### src/rtl/mem_read_arbiter_if.sv
// Signal bundle between the read requesters / AXI read channel and mem_read_arbiter.
// The slave modport is the arbiter's view; master is the surrounding system's view.
interface mem_read_arbiter_if #(
  parameter int NUM_REQ = 3
);
  logic [NUM_REQ-1:0]       i_req_valid;
  logic [NUM_REQ-1:0][31:0] i_req_addr;
  logic [NUM_REQ-1:0][7:0]  i_req_len;
  logic [NUM_REQ-1:0][2:0]  i_req_size;
  logic [NUM_REQ-1:0]       o_req_ready;
  logic [31:0]              o_rdata;
  logic [NUM_REQ-1:0]       o_rvalid;
  logic                     o_rlast;
  logic                     o_rerr;
  logic                     i_wb_empty;
  logic [31:0]              i_wb_addr;
  logic                     o_arvalid;
  logic                     i_arready;
  logic [31:0]              o_araddr;
  logic [7:0]               o_arlen;
  logic [2:0]               o_arsize;
  logic [1:0]               o_arburst;
  logic [3:0]               o_arid;
  logic                     i_rvalid;
  logic [31:0]              i_rdata;
  logic                     i_rlast;
  logic [1:0]               i_rresp;
  logic                     o_rready;
  logic                     o_busy;

  modport slave (
    input  i_req_valid, i_req_addr, i_req_len, i_req_size,
    input  i_wb_empty, i_wb_addr, i_arready,
    input  i_rvalid, i_rdata, i_rlast, i_rresp,
    output o_req_ready, o_rdata, o_rvalid, o_rlast, o_rerr,
    output o_arvalid, o_araddr, o_arlen, o_arsize, o_arburst, o_arid,
    output o_rready, o_busy
  );

  modport master (
    output i_req_valid, i_req_addr, i_req_len, i_req_size,
    output i_wb_empty, i_wb_addr, i_arready,
    output i_rvalid, i_rdata, i_rlast, i_rresp,
    input  o_req_ready, o_rdata, o_rvalid, o_rlast, o_rerr,
    input  o_arvalid, o_araddr, o_arlen, o_arsize, o_arburst, o_arid,
    input  o_rready, o_busy
  );
endinterface

### src/rtl/mem_read_arbiter.sv
// Round-robin arbiter sharing one AXI read channel among NUM_REQ requesters, one burst at a time.
// Define MEM_READ_LINE_HAZARD_EN to block only reads that hit the write-buffer head line.
module mem_read_arbiter #(
  parameter int NUM_REQ       = 3,
  parameter int LINE_WORD_NUM = 8
) (
  input  logic              i_clk,
  input  logic              i_rst,
  mem_read_arbiter_if.slave bus
);

  localparam int OFF   = $clog2(LINE_WORD_NUM) + 2;
  localparam int IDX_W = (NUM_REQ > 1) ? $clog2(NUM_REQ) : 1;

  typedef enum logic [1:0] {
    ST_IDLE = 2'd0,
    ST_ADDR = 2'd1,
    ST_DATA = 2'd2
  } state_e;

  state_e             state_q, state_d;
  logic [IDX_W-1:0]   rr_ptr_q, rr_ptr_d;
  logic [IDX_W-1:0]   winner_q, winner_d;
  logic [31:0]        addr_q, addr_d;
  logic [7:0]         len_q, len_d;
  logic [2:0]         size_q, size_d;
  logic [7:0]         beat_q, beat_d;
  logic               rerr_q, rerr_d;

  logic [NUM_REQ-1:0] hazard_s;
  logic [NUM_REQ-1:0] eligible_s;
  logic               found_s;
  logic [IDX_W-1:0]   pick_s;
  int                 idx_v;

  logic [NUM_REQ-1:0] req_ready_s;
  logic [NUM_REQ-1:0] rvalid_s;
  logic               rlast_s;
  logic               rready_s;

`ifdef MEM_READ_LINE_HAZARD_EN
  // Block only requesters whose line matches the pending write at the buffer head.
  always_comb begin
    hazard_s = '0;
    for (int i = 0; i < NUM_REQ; i++) begin
      hazard_s[i] = ~bus.i_wb_empty &&
                    (bus.i_req_addr[i][31:OFF] == bus.i_wb_addr[31:OFF]);
    end
  end
`else
  logic unused_wb_addr_s;
  assign unused_wb_addr_s = ^bus.i_wb_addr;
  assign hazard_s = {NUM_REQ{~bus.i_wb_empty}};
`endif

  assign eligible_s = bus.i_req_valid & ~hazard_s;

  // Round-robin search: first eligible index at or after rr_ptr, with wrap-around.
  always_comb begin
    found_s = 1'b0;
    pick_s  = '0;
    idx_v   = 0;
    for (int k = 0; k < NUM_REQ; k++) begin
      idx_v = (int'(rr_ptr_q) + k) % NUM_REQ;
      if (!found_s && eligible_s[idx_v]) begin
        found_s = 1'b1;
        pick_s  = IDX_W'(idx_v);
      end else begin
        found_s = found_s;
      end
    end
  end

  // FSM next-state and handshake outputs.
  always_comb begin
    state_d     = state_q;
    rr_ptr_d    = rr_ptr_q;
    winner_d    = winner_q;
    addr_d      = addr_q;
    len_d       = len_q;
    size_d      = size_q;
    beat_d      = beat_q;
    rerr_d      = rerr_q;
    req_ready_s = '0;
    rvalid_s    = '0;
    rlast_s     = 1'b0;
    rready_s    = 1'b0;

    case (state_q)
      ST_IDLE: begin
        // Acceptance is suppressed during reset since the latched fields would be discarded.
        if (found_s && !i_rst) begin
          req_ready_s[pick_s] = 1'b1;
          winner_d            = pick_s;
          addr_d              = bus.i_req_addr[pick_s];
          len_d               = bus.i_req_len[pick_s];
          size_d              = bus.i_req_size[pick_s];
          beat_d              = 8'd0;
          state_d             = ST_ADDR;
        end else begin
          state_d = ST_IDLE;
        end
      end
      ST_ADDR: begin
        if (bus.i_arready) begin
          state_d = ST_DATA;
        end else begin
          state_d = ST_ADDR;
        end
      end
      ST_DATA: begin
        rready_s           = 1'b1;
        rvalid_s[winner_q] = bus.i_rvalid;
        rlast_s            = bus.i_rvalid & bus.i_rlast;
        if (bus.i_rvalid) begin
          beat_d = beat_q + 8'd1;
          if (bus.i_rresp != 2'b00) begin
            rerr_d = 1'b1;
          end else begin
            rerr_d = rerr_q;
          end
          // A short or long burst still ends on rlast, but is flagged.
          if (bus.i_rlast) begin
            if (beat_q != len_q) begin
              rerr_d = 1'b1;
            end else begin
              rerr_d = rerr_d;
            end
            rr_ptr_d = (winner_q == IDX_W'(NUM_REQ - 1)) ? '0 : winner_q + IDX_W'(1);
            state_d  = ST_IDLE;
          end else begin
            state_d = ST_DATA;
          end
        end else begin
          state_d = ST_DATA;
        end
      end
      default: begin
        state_d = ST_IDLE;
      end
    endcase
  end

  // State and latched-request registers.
  always_ff @(posedge i_clk) begin
    if (i_rst) begin
      state_q  <= ST_IDLE;
      rr_ptr_q <= '0;
      winner_q <= '0;
      addr_q   <= 32'd0;
      len_q    <= 8'd0;
      size_q   <= 3'd0;
      beat_q   <= 8'd0;
      rerr_q   <= 1'b0;
    end else begin
      state_q  <= state_d;
      rr_ptr_q <= rr_ptr_d;
      winner_q <= winner_d;
      addr_q   <= addr_d;
      len_q    <= len_d;
      size_q   <= size_d;
      beat_q   <= beat_d;
      rerr_q   <= rerr_d;
    end
  end

  assign bus.o_req_ready = req_ready_s;
  assign bus.o_rvalid    = rvalid_s;
  assign bus.o_rlast     = rlast_s;
  assign bus.o_rready    = rready_s;
  assign bus.o_rdata     = bus.i_rdata;
  assign bus.o_rerr      = rerr_q;
  assign bus.o_arvalid   = (state_q == ST_ADDR);
  assign bus.o_araddr    = addr_q;
  assign bus.o_arlen     = len_q;
  assign bus.o_arsize    = size_q;
  assign bus.o_arburst   = (len_q != 8'd0) ? 2'b01 : 2'b00;
  assign bus.o_arid      = 4'd0;
  assign bus.o_busy      = (state_q != ST_IDLE);

endmodule

### src/flat_wrapper.sv
// flat-port wrapper written by rule: the top's interface ports become plain ports
module mem_read_arbiter_flat 
#(
  parameter int NUM_REQ       = 3,
  parameter int LINE_WORD_NUM = 8
)
  (i_clk, i_rst, bus_i_req_valid, bus_i_req_addr, bus_i_req_len, bus_i_req_size, bus_i_wb_empty, bus_i_wb_addr, bus_i_arready, bus_i_rvalid, bus_i_rdata, bus_i_rlast, bus_i_rresp, bus_o_req_ready, bus_o_rdata, bus_o_rvalid, bus_o_rlast, bus_o_rerr, bus_o_arvalid, bus_o_araddr, bus_o_arlen, bus_o_arsize, bus_o_arburst, bus_o_arid, bus_o_rready, bus_o_busy);
  mem_read_arbiter_if #(.NUM_REQ(NUM_REQ)) bus_i ();
  input  logic i_clk;
  input  logic i_rst;
  input wire logic [$bits(bus_i.i_req_valid)-1:0] bus_i_req_valid;
  input wire logic [$bits(bus_i.i_req_addr)-1:0] bus_i_req_addr;
  input wire logic [$bits(bus_i.i_req_len)-1:0] bus_i_req_len;
  input wire logic [$bits(bus_i.i_req_size)-1:0] bus_i_req_size;
  input wire logic [$bits(bus_i.i_wb_empty)-1:0] bus_i_wb_empty;
  input wire logic [$bits(bus_i.i_wb_addr)-1:0] bus_i_wb_addr;
  input wire logic [$bits(bus_i.i_arready)-1:0] bus_i_arready;
  input wire logic [$bits(bus_i.i_rvalid)-1:0] bus_i_rvalid;
  input wire logic [$bits(bus_i.i_rdata)-1:0] bus_i_rdata;
  input wire logic [$bits(bus_i.i_rlast)-1:0] bus_i_rlast;
  input wire logic [$bits(bus_i.i_rresp)-1:0] bus_i_rresp;
  output wire logic [$bits(bus_i.o_req_ready)-1:0] bus_o_req_ready;
  output wire logic [$bits(bus_i.o_rdata)-1:0] bus_o_rdata;
  output wire logic [$bits(bus_i.o_rvalid)-1:0] bus_o_rvalid;
  output wire logic [$bits(bus_i.o_rlast)-1:0] bus_o_rlast;
  output wire logic [$bits(bus_i.o_rerr)-1:0] bus_o_rerr;
  output wire logic [$bits(bus_i.o_arvalid)-1:0] bus_o_arvalid;
  output wire logic [$bits(bus_i.o_araddr)-1:0] bus_o_araddr;
  output wire logic [$bits(bus_i.o_arlen)-1:0] bus_o_arlen;
  output wire logic [$bits(bus_i.o_arsize)-1:0] bus_o_arsize;
  output wire logic [$bits(bus_i.o_arburst)-1:0] bus_o_arburst;
  output wire logic [$bits(bus_i.o_arid)-1:0] bus_o_arid;
  output wire logic [$bits(bus_i.o_rready)-1:0] bus_o_rready;
  output wire logic [$bits(bus_i.o_busy)-1:0] bus_o_busy;
  assign bus_i.i_req_valid = bus_i_req_valid;
  assign bus_i.i_req_addr = bus_i_req_addr;
  assign bus_i.i_req_len = bus_i_req_len;
  assign bus_i.i_req_size = bus_i_req_size;
  assign bus_i.i_wb_empty = bus_i_wb_empty;
  assign bus_i.i_wb_addr = bus_i_wb_addr;
  assign bus_i.i_arready = bus_i_arready;
  assign bus_i.i_rvalid = bus_i_rvalid;
  assign bus_i.i_rdata = bus_i_rdata;
  assign bus_i.i_rlast = bus_i_rlast;
  assign bus_i.i_rresp = bus_i_rresp;
  assign bus_o_req_ready = bus_i.o_req_ready;
  assign bus_o_rdata = bus_i.o_rdata;
  assign bus_o_rvalid = bus_i.o_rvalid;
  assign bus_o_rlast = bus_i.o_rlast;
  assign bus_o_rerr = bus_i.o_rerr;
  assign bus_o_arvalid = bus_i.o_arvalid;
  assign bus_o_araddr = bus_i.o_araddr;
  assign bus_o_arlen = bus_i.o_arlen;
  assign bus_o_arsize = bus_i.o_arsize;
  assign bus_o_arburst = bus_i.o_arburst;
  assign bus_o_arid = bus_i.o_arid;
  assign bus_o_rready = bus_i.o_rready;
  assign bus_o_busy = bus_i.o_busy;
  mem_read_arbiter #(.NUM_REQ(NUM_REQ), .LINE_WORD_NUM(LINE_WORD_NUM)) u_core (.i_clk(i_clk), .i_rst(i_rst), .bus(bus_i));
endmodule
### config.mk
export PLATFORM = sky130hd
export DESIGN_NAME = mem_read_arbiter_flat
export DESIGN_NICKNAME = d
export VERILOG_FILES = /design/src/rtl/mem_read_arbiter_if.sv /design/src/rtl/mem_read_arbiter.sv /design/src/flat_wrapper.sv
export SDC_FILE = /design/constraint.sdc
export NUM_CORES = 1
export LEC_CHECK = 0
export ABC_AREA = 1
export BUFFER_PORTS_ARGS = -buffer_cell sky130_fd_sc_hd__buf_2
export CAP_MARGIN = 0
export CELL_PAD_IN_SITES_DETAIL_PLACEMENT = 1
export CELL_PAD_IN_SITES_GLOBAL_PLACEMENT = 2
export CORE_ASPECT_RATIO = 0.7
export CORE_MARGIN = 8
export CORE_UTILIZATION = 21
export CTS_CLUSTER_DIAMETER = 150
export CTS_CLUSTER_SIZE = 30
export DETAILED_ROUTE_END_ITERATION = 7
export PLACE_DENSITY = 0.95
export SYNTH_ARGS = -nofsm -noshare
export SYNTH_HDL_FRONTEND = slang
export SYNTH_SLANG_ARGS = --single-unit
### constraint.sdc
create_clock -name i_clk -period 4.77 [get_ports i_clk]
set_input_delay 0.954 -clock i_clk [delete_from_list [all_inputs] [get_ports i_clk]]
set_output_delay 0.954 -clock i_clk [all_outputs]
set_load 0.05 [all_outputs]
======== Yosys cells after proc, flatten, opt, wreduce, memory -nomap -nowiden ========
Index checks and enable logic that the tools add are counted.
storage, ports and cells
  register bits ........................... 58
  bits of input ports ..................... 204
  output and inout bits ................... 92
  logic and storage cells ................. 93
operators by class
  add/subtract/negate cells ............... 4
  div/mod/pow operators ................... 3
  $lt $le $gt $ge ......................... 7
  eq/ne operators ......................... 6
  multiplexer cells ....................... 43
  bitwise gates (word level) .............. 5
  reductions and logical operators ........ 17
operators by type and width
  kind                   number
  $lt 32x4->1 const B    3
  $bmux 32 s2            1
  $mod 32x3->32 const B  2
  $mod 3x3->32 const B   1
  $mux 32                1
  $mux 8                 3
  $mux 1                 18
  $bmux 8 s2             1
  $pmux 8 s2             1
  $mux 2                 7
  $mux 3                 4
  $add 8x1->8 const B    1
  $ne 8x8->1             1
  $reduce_bool 8->1      1
  $and 3x3->3            2
  $bmux 1 s2             3
  $bmux 3 s2             1
  $lt 2x3->1 const B     2
  $pmux 2 s3             1
  $reduce_and 3->1       2
  $reduce_bool 2->1      3
  $logic_and 1x1->1      5
  $demux 1 s2            2
  $eq 2x2->1 const B     2
  13 further kinds       17

======== Longest topological paths before layout ========
  depth after elaboration ................. 19
  gate-level depth with buffers ........... 15
  mapped depth without buffers ............ 14

======== Worst setup path before layout ========
Ideal clock, no wire load.
  path type ............................... register to output
  start ................................... register u_core.state_q[1]
  end ..................................... output bus_o_rvalid[0]
  data arrival time ....................... 2.520 ns
  required time ........................... 3.816 ns
  path slack .............................. 1.296 ns
  stages on the path, launching flop included .. 5
  buffers on the path ..................... 0
  cells stage by stage .................... dfxtp_1 inv_1 nor2_1 nand2_1 nor3_1
between the ends
  cells in the longest elaborated chain, start to end .. 2
ends and longest elaborated chain
  item                    line                     text
  from (decl)             mem_read_arbiter.sv:21   state_e state_q, state_d;
  from (signal assigned)  mem_read_arbiter.sv:156  state_q <= state_d;
  $eq 2x2->1              mem_read_arbiter.sv:89   case (state_q)
  $mux 3                  mem_read_arbiter.sv:89
  to (decl)               flat_wrapper.sv:24       output wire logic [$bits(bus_i.o_rvalid)-1:0] bus_o_rvalid;
Every way passes these cells.

======== Final worst setup path ========
  start ................................... register u_core.rr_ptr_q[0]
  end ..................................... output bus_o_req_ready[2]
between the ends
  cells in the longest elaborated chain, start to end .. 17
  elaborated cells between the ends (all ways) .. 32
  classes of those cells .................. 2 x add/sub; 3 x div; 2 x order compare; 19 x mux; 6 x reduce/logical
ends and longest elaborated chain
  item                                                    line                     text
  from (decl)                                             mem_read_arbiter.sv:22   logic [IDX_W-1:0] rr_ptr_q, rr_ptr_d;
  from (signal assigned)                                  mem_read_arbiter.sv:157  rr_ptr_q <= rr_ptr_d;
  branches (longest 15 deep; another with $mod 32x3->32)  --
  $mux 3 *                                                mem_read_arbiter.sv:92   if (found_s && !i_rst) begin
  $mux 3 *                                                mem_read_arbiter.sv:89
  to (decl)                                               flat_wrapper.sv:22       output wire logic [$bits(bus_i.o_req_ready)-1:0] bus_o_req_ready;
Mark *: on every way between the ends. The select of a mux whose other input is x is not followed.

==> run summary <==
Setup repair after global routing left no endpoint under its margin. Once detailed placement completed, the half-perimeter wirelength came to 12,400 um. Entering global routing, the biggest net connects 48 pins. The worst setup slack after layout came out at 0.993 ns. In this run the register-to-register setup slack is 1.76 ns. The post-synthesis instance total is 636. Counting flops and latches in the post-synthesis netlist gives 58. For this block, the via count after detailed routing is 4,641. The post-layout minimum cycle time came out at 3.78 ns. The level count of the clock H-tree came out at 3.

The worst slew margin relative to its limit is 0.563. The post-CTS repair timing setup buffer count is 0. The DRC violation count after routing came out at 0.

Of the post-synthesis cell area, the dominant cell type holds 0.286. In this run, post-CTS repair resized a total of 0 instances. The count of cell types in the netlist is 35.

The source of the worst register-to-register timing path is u_core.rr_ptr_q[0]. The die area is 24,100 um^2. The number of buffers between clock root and the deepest sink came out at 2. The number of cells traversed by the worst register-to-register path is 13. The detailed router's first-iteration violation count came out at 102.

The sequential share of power came out at 0.299. Sorting the synthesized cells by how often they occur yields 109 x inv_1, 102 x nand3_1, 97 x a21oi_1. The clock net sink count came out at 58. The die boundary width came out at 182 um. The cell taking the most area after synthesis is dfxtp_1. In the final layout, the share of cells above drive strength 1 is 0.294. The cell count after placement came out at 1,011.

Leaving out filler cells and counting taps, the final layout contains 1,027. The clock power share is 0.328. The data arrival time of the worst path is 2.82 ns. The power spent charging and discharging nets came out at 0.814 mW. The initial utilization of the core area, before any placement, comes to 0.214.

The clock root buffer is clkbuf_16. The number of antenna cells inserted is 0. In this run the cell area of the synthesized design comes to 4060 um^2. The tightest min-delay check is of the reg2reg type. The final antenna-violating net count is 0. The aggregate negative setup slack is 0 ns. The core occupancy in the finished layout came out at 0.274.

The power density of the placed cells came out at 376 nW/um^2. The total overflow reported by the global router came out at 0. The net count reported at finish came out at 988. The height of the chip came out at 132 um. The most critical setup path has its endpoint at bus_o_req_ready[2].

The placed instance area is 4900 um^2. The portion of the post-synthesis area used by sequential elements came out at 0.286. The run finished with clean final reports. The first-pass GRT wire length came out at 27,200 um. The total of max-cap violations is 0.

The total routed wirelength is 17,200 um. The final-report max-slew violation count came out at 0. The first element of the critical path is u_core.rr_ptr_q[0].

The largest voltage drop on the vdd net is 0.000136 V. The number of antenna violations at the first check in global routing is 3. Among all cell types in the netlist, the one instantiated most often is inv_1. The data required time at the worst endpoint came out at 3.82 ns. The clock input transition at the sequential cells of the worst setup and hold paths is 0.05 ns.

The average size of a mapped cell is 6.38 um^2. The clock arrives with 0.00776 ns of skew. The number of enable-type register cells in the synthesized netlist is 0. In this run the core area contains 42 standard-cell rows.

The leakage component of the power is 2.86 nW. Buffers inserted during clock tree synthesis total 9. By startpoint and endpoint, the worst setup path is classified as reg2out. For this design, the CTS-stage hold fixing added 0 buffers. The transition time of the tightest slew-check pin came out at 0.655 ns.

In the synthesized netlist the dominant register cell turns out to be dfxtp_1. The placer's final routability congestion estimate is 0.793. The detailed-routing iteration count for the pre-antenna-repair pass came out at 6.

The number of global-route vias before repair is 5,064. For the worst-skew pair, the clock arrives at the later sink with an insertion delay of 0.34 ns. The period utilization came out at 0.792. The number of hold violations in the final report was 0. The switching part of the total came out at 0.417. The area taken by multi-input logic gates came out at 2000 um^2. The layout has 2,469 filler cells. The worst setup path is captured at an output port. The I/O pin total is 296. The share of synthesized flip-flops with an asynchronous set or reset is 0. The post-layout instance area is 5190 um^2. The upper clock frequency limit came out at 265 MHz. The layout overhead on the synthesized area came out at 28.0%. The pre-CTS setup slack is 1.13 ns. Yosys printed 0 warnings. The total global routing track utilization is 0.141. Yosys attributes the largest share of cell area to dfxtp_1 29%, nand3_1 13%, a21oi_1 12%.

The TritonCTS clock tree is built. The number of buffer cells added on primary ports is 194. The area of the core is 18,900 um^2. The relative contribution of combinational cells to total power is 0.373.

Setup violations remaining at the end of the flow were counted as 0. The endpoint identified for the worst register-to-register timing path is u_core.beat_q[4]. In this run the worst path has a maximum fanout of 45. Across the whole layout, storage elements account for 1160 um^2. The worst setup path is launched from a flop. The internal portion of the total power is 1.14 mW. The ratio of routed vias to standard cells is 4.52.

The routed length per placed instance is 16.8 um.
==> logic make-up (layout without fill, tap and decap cells) <==
logic type,Yosys count,in the layout,synth area share
other,1,5,0.000925
AOI/OAI and AO/OA,149,149,0.188
adders and majority gates,4,4,0.0123
and+or+nand+nor,231,231,0.266
buffers and inverters,183,328,0.225
xor gates and xnor gates,10,10,0.0216
DFF,58,58,0.286
==> layout by cell type (no fill, tap or decap), drive strengths merged <==
| master | instances |
|---|---|
| nor2 | 16 |
| a211oi | 2 |
| clkbuf | 10 |
| or2 | 2 |
| nand2 | 94 |
| nor4 | 2 |
| o21ai | 46 |
| nand3b | 1 |
| conb | 5 |
| o22ai | 2 |
| ha | 4 |
| dfxtp | 58 |
| xnor2 | 3 |
| bufinv | 1 |
| clkinv | 4 |
| a21oi | 97 |
| nor3 | 6 |
| nand3 | 103 |
| clkinvlp | 1 |
| nand4 | 5 |
| buf | 201 |
| inv | 111 |
| a22oi | 1 |
| and3 | 1 |
| o21a | 1 |
| nor3b | 1 |
| xor2 | 7 |
==> flip-flops by register name, indices dropped and copies added, names as in the netlist <==
register / count
u_core.bus.o_rerr: 1
u_core.state_q: 2
u_core.rr_ptr_q: 2
u_core.bus.o_arlen: 8
u_core.winner_q: 2
u_core.beat_q: 8
u_core.bus.o_araddr: 32
u_core.bus.o_arsize: 3
==> through the flow <==
step / power (mW) / hold slack, ns
6_report: 1.95 / 0.491
5_1_grt: 2.07 / 0.545
4_1_cts: 1.99 / 0.494
3_5_place_dp: 1.33 / 0.478
3_3_place_gp: 1.31 / 0.449
2_1_floorplan: 1.18 / 0.477
==> worst max-delay path, cell delays in order (launching register included) <==
cell	delay [ns]
dfxtp_1	0.32
inv_1	0.08
ha_1	0.40
inv_1	0.15
nand3_1	0.09
nand2_1	0.08
inv_1	0.05
nor2_2	0.12
nand2_1	0.10
nand2_1	0.07
nand2_1	0.08
nand2_4	0.50
inv_4	0.05
nor2_1	0.11
buf_2	0.29
==> worst min path at each step <==
stage / end / cells after the start / slack (ns) / startpoint
final: u_core.bus.o_rerr / 2 / 0.49 / u_core.bus.o_rerr
after global routing: u_core.bus.o_rerr / 2 / 0.54 / u_core.bus.o_rerr
after CTS: u_core.bus.o_rerr / 2 / 0.49 / u_core.bus.o_rerr
after detailed placement: u_core.bus.o_rerr / 2 / 0.48 / u_core.bus.o_rerr
after global placement: u_core.bus.o_rerr / 2 / 0.45 / u_core.bus.o_rerr
after floorplan: u_core.beat_q[6] / 2 / 0.48 / u_core.beat_q[6]
==> power by group through the flow <==
| stage | clock (mW) | sequential [mW] | combinational, mW |
|---|---|---|---|
| global route | 0.689 | 0.591 | 0.795 |
| detailed placement | 0 | 0.593 | 0.733 |
| CTS | 0.671 | 0.584 | 0.735 |
| finish | 0.640 | 0.584 | 0.728 |
| global placement | 0 | 0.592 | 0.723 |
| floorplan | 0 | 0.763 | 0.419 |
==> layer usage <==
metal / track usage / wire (um) / up-vias
met5: 0 / 37 / -
met4: 0.0377 / 193 / 6
met3: 0.0653 / 1630 / 23
met2: 0.225 / 7510 / 155
met1: 0.169 / 7860 / 2149
li1: - / - / 2308
==> final cells by class <==
| class | instances | share of cell area |
|---|---|---|
| tap | 242 | 0.0583 |
| clock buffer | 10 | 0.0441 |
| clock inverter | 6 | 0.0111 |
| sequential | 58 | 0.224 |
| inverter | 111 | 0.0807 |
| multi-input combinational | 399 | 0.385 |
| timing repair buffer | 201 | 0.197 |
(Power assumes the default switching activity.)
